### config.mk
export PLATFORM = sky130hd
export DESIGN_NAME = pipeline_hazard_ctrl
export DESIGN_NICKNAME = d
export VERILOG_FILES = /design/src/rtl/pipeline_hazard_ctrl.sv
export SDC_FILE = /design/constraint.sdc
export NUM_CORES = 1
export LEC_CHECK = 0
export CORE_MARGIN = 2
export CORE_UTILIZATION = 35
export CTS_BUF_LIST = sky130_fd_sc_hd__clkbuf_4
export CTS_CLUSTER_DIAMETER = 50
export CTS_CLUSTER_SIZE = 20
export DETAILED_ROUTE_END_ITERATION = 8
export GPL_TIMING_DRIVEN = 0
export PLACE_DENSITY = 0.62
export SLEW_MARGIN = 10
export SYNTH_ARGS = -nofsm -noshare
export SYNTH_HDL_FRONTEND = slang
export SYNTH_SLANG_ARGS = --single-unit
### constraint.sdc
create_clock -name clk -period 2.7 [get_ports clk]
set_input_delay 0.405 -clock clk [delete_from_list [all_inputs] [get_ports clk]]
set_output_delay 0.405 -clock clk [all_outputs]
set_load 0.005 [all_outputs]
### src/rtl/pipeline_hazard_ctrl.sv
// ---------------------------------------------------------------------------
// pipeline_hazard_ctrl
//
// Hazard controller for a 5-stage IF/ID/EX/MEM/WB pipeline.
//   - Load-use stall: freezes PC and IF/ID and injects one ID/EX bubble for
//     each stalled cycle.
//   - Taken-branch flush: squashes IF/ID and ID/EX. A taken branch overrides
//     any stall in the same cycle.
//   - EX operand forwarding from EX/MEM (preferred) or MEM/WB. Register $zero
//     is never forwarded.
//   - Mul/div scheduling: a two-state FSM tracks the HI/LO busy window. While
//     the unit is busy, mfhi/mflo and a further mul/div are held in ID.
//   - Saturating performance counters for stall cycles and branch flushes.
//
// Ports
//   clk, reset_n            clock; synchronous active-low reset
//   id_rs/id_rt             source registers of the ID instruction
//   id_uses_rs/id_uses_rt   the ID instruction really reads rs / rt
//   id_reads_hilo           the ID instruction is mfhi/mflo
//   id_is_muldiv            the ID instruction is mult/multu/div/divu
//   ex_rs/ex_rt             source registers of the EX instruction
//   ex_mem_read, ex_rd      the EX instruction is a load, and its destination
//   mem_reg_write, mem_rd   register write-back info of the MEM stage
//   wb_reg_write, wb_rd     register write-back info of the WB stage
//   branch_taken_ex         branch/jump resolved taken in EX
//   muldiv_start_ex         a mul/div instruction is in EX this cycle
//   pc_write, ifid_write    PC / IF-ID load enables
//   ifid_flush, idex_flush  load a NOP into IF/ID / a bubble into ID/EX
//   fwd_a, fwd_b            00 regfile, 10 EX/MEM, 01 MEM/WB
//   muldiv_busy             the mul/div unit is in progress (FSM in BUSY)
//   muldiv_done             one-cycle pulse when HI/LO become valid
//   stall_cnt, flush_cnt    saturating performance counters
// ---------------------------------------------------------------------------
module pipeline_hazard_ctrl #(
    parameter int MULDIV_LAT = 32,
    parameter int CNT_W      = 32
) (
    input  logic             clk,
    input  logic             reset_n,
    input  logic [4:0]       id_rs,
    input  logic [4:0]       id_rt,
    input  logic             id_uses_rs,
    input  logic             id_uses_rt,
    input  logic             id_reads_hilo,
    input  logic             id_is_muldiv,
    input  logic [4:0]       ex_rs,
    input  logic [4:0]       ex_rt,
    input  logic             ex_mem_read,
    input  logic [4:0]       ex_rd,
    input  logic             mem_reg_write,
    input  logic [4:0]       mem_rd,
    input  logic             wb_reg_write,
    input  logic [4:0]       wb_rd,
    input  logic             branch_taken_ex,
    input  logic             muldiv_start_ex,
    output logic             pc_write,
    output logic             ifid_write,
    output logic             ifid_flush,
    output logic             idex_flush,
    output logic [1:0]       fwd_a,
    output logic [1:0]       fwd_b,
    output logic             muldiv_busy,
    output logic             muldiv_done,
    output logic [CNT_W-1:0] stall_cnt,
    output logic [CNT_W-1:0] flush_cnt
);

    localparam int MD_CNT_W = $clog2(MULDIV_LAT + 1);
    localparam logic [MD_CNT_W-1:0] MD_LOAD = MD_CNT_W'(MULDIV_LAT - 1);
    localparam logic [MD_CNT_W-1:0] MD_ONE  = MD_CNT_W'(1);
    localparam logic [MD_CNT_W-1:0] MD_ZERO = '0;
    localparam logic [CNT_W-1:0]    CNT_MAX = '1;
    localparam logic [CNT_W-1:0]    CNT_ONE = CNT_W'(1);

    typedef enum logic {
        MD_IDLE = 1'b0,
        MD_BUSY = 1'b1
    } md_state_t;

    md_state_t             r_md_state;
    md_state_t             w_md_state_nxt;
    logic [MD_CNT_W-1:0]   r_md_cnt;
    logic [MD_CNT_W-1:0]   w_md_cnt_nxt;
    logic                  r_md_done;
    logic                  w_md_done_nxt;
    logic [CNT_W-1:0]      r_stall_cnt;
    logic [CNT_W-1:0]      r_flush_cnt;

    logic                  w_lu;
    logic                  w_md;
    logic                  w_stall;
    logic                  w_stall_inc;

    // ---------------------------------------------------------------------
    // Hazard detection
    // ---------------------------------------------------------------------
    assign w_lu = ex_mem_read && (ex_rd != 5'd0) &&
                  ((id_uses_rs && (id_rs == ex_rd)) ||
                   (id_uses_rt && (id_rt == ex_rd)));

    assign w_md    = muldiv_busy && (id_reads_hilo || id_is_muldiv);
    assign w_stall = w_lu || w_md;

    // A stall cycle squashed by a taken branch is not a stall cycle.
    assign w_stall_inc = w_stall && !branch_taken_ex;

    // ---------------------------------------------------------------------
    // Pipeline control, in priority order: reset, branch, stall, run.
    // ---------------------------------------------------------------------
    always_comb begin
        pc_write   = 1'b1;
        ifid_write = 1'b1;
        ifid_flush = 1'b0;
        idex_flush = 1'b0;
        if (!reset_n) begin
            pc_write   = 1'b0;
            ifid_write = 1'b0;
            ifid_flush = 1'b1;
            idex_flush = 1'b1;
        end else if (branch_taken_ex) begin
            ifid_flush = 1'b1;
            idex_flush = 1'b1;
        end else if (w_stall) begin
            pc_write   = 1'b0;
            ifid_write = 1'b0;
            idex_flush = 1'b1;
        end
    end

    // ---------------------------------------------------------------------
    // Forwarding: the younger result (EX/MEM) wins over MEM/WB.
    // ---------------------------------------------------------------------
    function automatic logic [1:0] fwd_sel(input logic [4:0] src);
        logic [1:0] sel;
        sel = 2'b00;
        if (mem_reg_write && (mem_rd != 5'd0) && (mem_rd == src)) begin
            sel = 2'b10;
        end else if (wb_reg_write && (wb_rd != 5'd0) && (wb_rd == src)) begin
            sel = 2'b01;
        end
        return sel;
    endfunction

    always_comb begin
        fwd_a = 2'b00;
        fwd_b = 2'b00;
        if (reset_n) begin
            fwd_a = fwd_sel(ex_rs);
            fwd_b = fwd_sel(ex_rt);
        end
    end

    // ---------------------------------------------------------------------
    // Mul/div FSM. md_cnt is loaded with LAT-1 on start and the FSM leaves
    // BUSY when it reads 1, so the done pulse lands exactly LAT cycles after
    // the start cycle. A start seen while BUSY is ignored.
    // ---------------------------------------------------------------------
    always_comb begin
        w_md_state_nxt = r_md_state;
        w_md_cnt_nxt   = r_md_cnt;
        w_md_done_nxt  = 1'b0;
        case (r_md_state)
            MD_IDLE: begin
                if (muldiv_start_ex) begin
                    w_md_state_nxt = MD_BUSY;
                    w_md_cnt_nxt   = MD_LOAD;
                end
            end
            MD_BUSY: begin
                if (r_md_cnt <= MD_ONE) begin
                    w_md_state_nxt = MD_IDLE;
                    w_md_cnt_nxt   = MD_ZERO;
                    w_md_done_nxt  = 1'b1;
                end else begin
                    w_md_cnt_nxt   = r_md_cnt - MD_ONE;
                end
            end
            default: begin
                w_md_state_nxt = MD_IDLE;
                w_md_cnt_nxt   = MD_ZERO;
            end
        endcase
    end

    always_ff @(posedge clk) begin
        if (!reset_n) begin
            r_md_state  <= MD_IDLE;
            r_md_cnt    <= MD_ZERO;
            r_md_done   <= 1'b0;
            r_stall_cnt <= '0;
            r_flush_cnt <= '0;
        end else begin
            r_md_state <= w_md_state_nxt;
            r_md_cnt   <= w_md_cnt_nxt;
            r_md_done  <= w_md_done_nxt;
            if (w_stall_inc && (r_stall_cnt != CNT_MAX)) begin
                r_stall_cnt <= r_stall_cnt + CNT_ONE;
            end
            if (branch_taken_ex && (r_flush_cnt != CNT_MAX)) begin
                r_flush_cnt <= r_flush_cnt + CNT_ONE;
            end
        end
    end

    assign muldiv_busy = (r_md_state == MD_BUSY);
    assign muldiv_done = r_md_done && reset_n;
    assign stall_cnt   = r_stall_cnt;
    assign flush_cnt   = r_flush_cnt;

endmodule

==> results.json <==
{
  "setup_violations": 0,
  "mappedNetlistArea_sq_mm": 0.00400,
  "status": "finished clean",
  "drive_gt1_share_pct": 6.56,
  "worst_slew_pin_slew_ps": 663,
  "multi_input_area_sq_mm": 0.00251,
  "crit_path_end_kind": "primary output",
  "synth_top_area_share_pct": 36.0,
  "path_delay_family": "simple AND/OR/NAND/NOR gates",
  "cts_tree": "done",
  "drtIter0Drc": 219,
  "ys_async_sr_fraction_pct": 0,
  "grt_start_max_net_pins": 19,
  "power.total_uw": 1960,
  "track_usage_pct": 19.7,
  "crit_buf_inv": 3,
  "cts_sinks": 72,
  "dieHeight_microns": 111,
  "synthFlopType": "dfxtp_1",
  "yosysTopAreaCell": "dfxtp_1",
  "max_slew_margin_pct": 55.4,
  "yosys_warnings": 0,
  "routed_wl_mm": 12.1,
  "overflow": 0,
  "pre_cts_slack_ps": -1540,
  "path_clk_slew_ps": 110,
  "min_period_ps": 2640,
  "synth_nets": 553,
  "crit_fanout": 3,
  "rrSetupSlack_ps": 150,
  "fill_cells": 1102,
  "drc": 0,
  "postCtsHoldBufs": 0,
  "hold_path.class": "in -> reg",
  "post-dp-hpwl_mm": 9.17,
  "skew_ps": 19.6,
  "portBuffers": 118,
  "antenna_found_initial": 0,
  "rows": 39,
  "crit_required_ps": 2300,
  "h-tree-depth": 3,
  "initial_core_util_pct": 35.5,
  "seq_area_sq_mm": 0.00144,
  "cts_buffers": 9,
  "fin_ws_ps": 63.4,
  "synth_common_cells": "72 x dfxtp_1, 45 x nor2_1, 39 x nand2_1",
  "io_pins": 120,
  "num_vias": 4229,
  "ant_nets": 0,
  "first_pass_iters": 4,
  "netlist_instances": 503,
  "fp.dieArea_sq_mm": 0.0123,
  "area_growth_pct": 39.8,
  "antenna_cells": 0,
  "ys_seq_elements": 72,
  "synth_edf_count": 0,
  "p_leak_uw": 0.00181,
  "synth-simple-area-share_pct": 34.1,
  "finalSetupTns_ps": 0,
  "cpMaxStageDelayCell": "or4_4",
  "drv_cap": 0,
  "gp_congestion": 0.826,
  "synth-xor-area-share_pct": 12.7,
  "ys_seq_area_share_pct": 36.0,
  "synth.most_common_cell": "dfxtp_1",
  "drv_slew": 0,
  "grt_pass1_vias": 4039,
  "synth_top_family_by_area": "simple AND/OR/NAND/NOR gates",
  "critical_path_class": "in -> out",
  "cpPeakStageDelay_ps": 560,
  "clk_latency_ps": 450,
  "synthTopCellsByArea": "dfxtp_1 36%, xnor2_1 7.7%, xor2_1 5.0%",
  "cellPowerDensity_mw_per_mm2": 350,
  "clock.fmax_ghz": 0.379,
  "wl_per_cell_microns": 15.5,
  "hold_viol": 0,
  "synth_cell_types": 45,
  "final_nets": 686,
  "clk_path_buf_depth": 2,
  "syn_area_per_cell_sq_um": 7.96,
  "grt_pass1_wl_mm": 19.9,
  "cts-root-buf": "clkbuf_4",
  "cp-start-kind": "input pin",
  "crit_chain": "dlygate4sd2_1 -> or4_4 -> o21ai_4 -> nor2_1 -> a21oi_2 -> clkbuf_8 -> and2_1 -> clkdlybuf4s15_1",
  "chipWidth_microns": 111,
  "final.period_utilization_pct": 97.7,
  "cp.arrival_ps": 2230,
  "viasPerCell": 5.40,
  "synth_compound_area_share_pct": 11.2,
  "ir_drop_v": 0.000277,
  "core_area_sq_mm": 0.0113,
  "synthAdderAreaFrac_pct": 1.25,
  "muxShareOfSynthArea_pct": 1.25
}
## final cells by class
| cell class | instances | share of cell area, % |
|---|---|---|
| Buffer | 20 | 1.68 |
| Clock buffer | 10 | 1.34 |
| Clock inverter | 5 | 0.447 |
| Sequential cell | 72 | 25.8 |
| Inverter | 14 | 0.939 |
| Timing Repair Buffer | 123 | 21.8 |
| Multi-Input combinational cell | 396 | 44.8 |
| Tap cell | 143 | 3.20 |
## worst min-delay path: cells and delay by family
kind	cells	cell delay, ps
buf+inv	1	200
xor+xnor	1	60
simple gates	2	240
## path summary, 6_finish.rpt
kind | to | depth (start not counted) | from
min | flush_cnt[2]$_SDFFE_PN0P_ | 4 | branch_taken_ex
max | ifid_write | 8 | ex_rd[1]
min reg2reg | r_md_cnt[5]$_SDFFE_PN0P_ | 2 | r_md_cnt[5]$_SDFFE_PN0P_
max reg2reg | flush_cnt[18]$_SDFFE_PN0P_ | 7 | flush_cnt[7]$_SDFFE_PN0P_
## cells in the final DEF (no fill, tap or decap), drive strengths merged, types with 2 or more instances in the layout
cell type      instances
clkdlybuf4s50        102
dfxtp                 72
nor2                  45
nand2                 39
xnor2                 35
a21oi                 31
nand3                 30
clkbuf                27
nand4                 25
xor2                  23
nor3                  22
o21ai                 22
nor4                  20
or3                   19
or4                   17
inv                   14
and3                   9
dlygate4sd2            9
buf                    9
and2                   6
nand2b                 6
o31ai                  6
o211ai                 5
mux2i                  5
dlymetal6s2s           5
and4                   4
ha                     4
clkinv                 4
nor3b                  3
nand3b                 2
a311oi                 2
a211oi                 2
o22ai                  2
nor4b                  2
## cells by family after synthesis
logic type                 count (synthesis)
AOI/OAI and AO/OA                         77
xor gates and xnor gates                  58
adders and majority gates                  4
buffers and inverters                     35
DFF                                       72
muxes                                      5
and+or+nand+nor                          252
## registers in the layout, summed over array words and instances, names as in the netlist
name         count
r_md_done        1
stall_cnt       32
muldiv_busy      1
flush_cnt       32
r_md_cnt         6
## metrics by stage
stage               cell area [sq um]  std cells  utilization [%]  hold slack, ps
floorplan                        4000        503                -             450
global placement                 5360        764             47.6             464
detailed placement               5360        764             47.6             472
CTS                              5520        781             49.0             443
global route                     5590        783             49.6             506
finish                           5590        783             49.6             483
## timing repair
| item | in CTS | in global routing |
|---|---|---|
| pin swaps | 4 | 6 |
| setup endpoints to repair | 23 | 30 |
| gates resized for setup | 27 | 16 |
| setup buffers | 3 | 2 |
## power by group
part / internal, uW / leakage (uW) / switching [uW] / total (uW)
logic: 143 / 0.00117 / 141 / 284
clock network: 185 / 0.0000571 / 388 / 573
registers: 1080 / 0.000583 / 21.8 / 1100
## metal layers
layer | part of all wire [%] | global-route usage, % | vias up | routed length, microns
met5 | 0 | 0 | - | 0
met3 | 5.1 | 5.36 | 21 | 625
li1 | - | - | 2107 | -
met2 | 47 | 32.0 | 108 | 5750
met1 | 45 | 25.1 | 1993 | 5490
met4 | 2.3 | 7.50 | 0 | 279
Power figures use the tool's default switching activity.
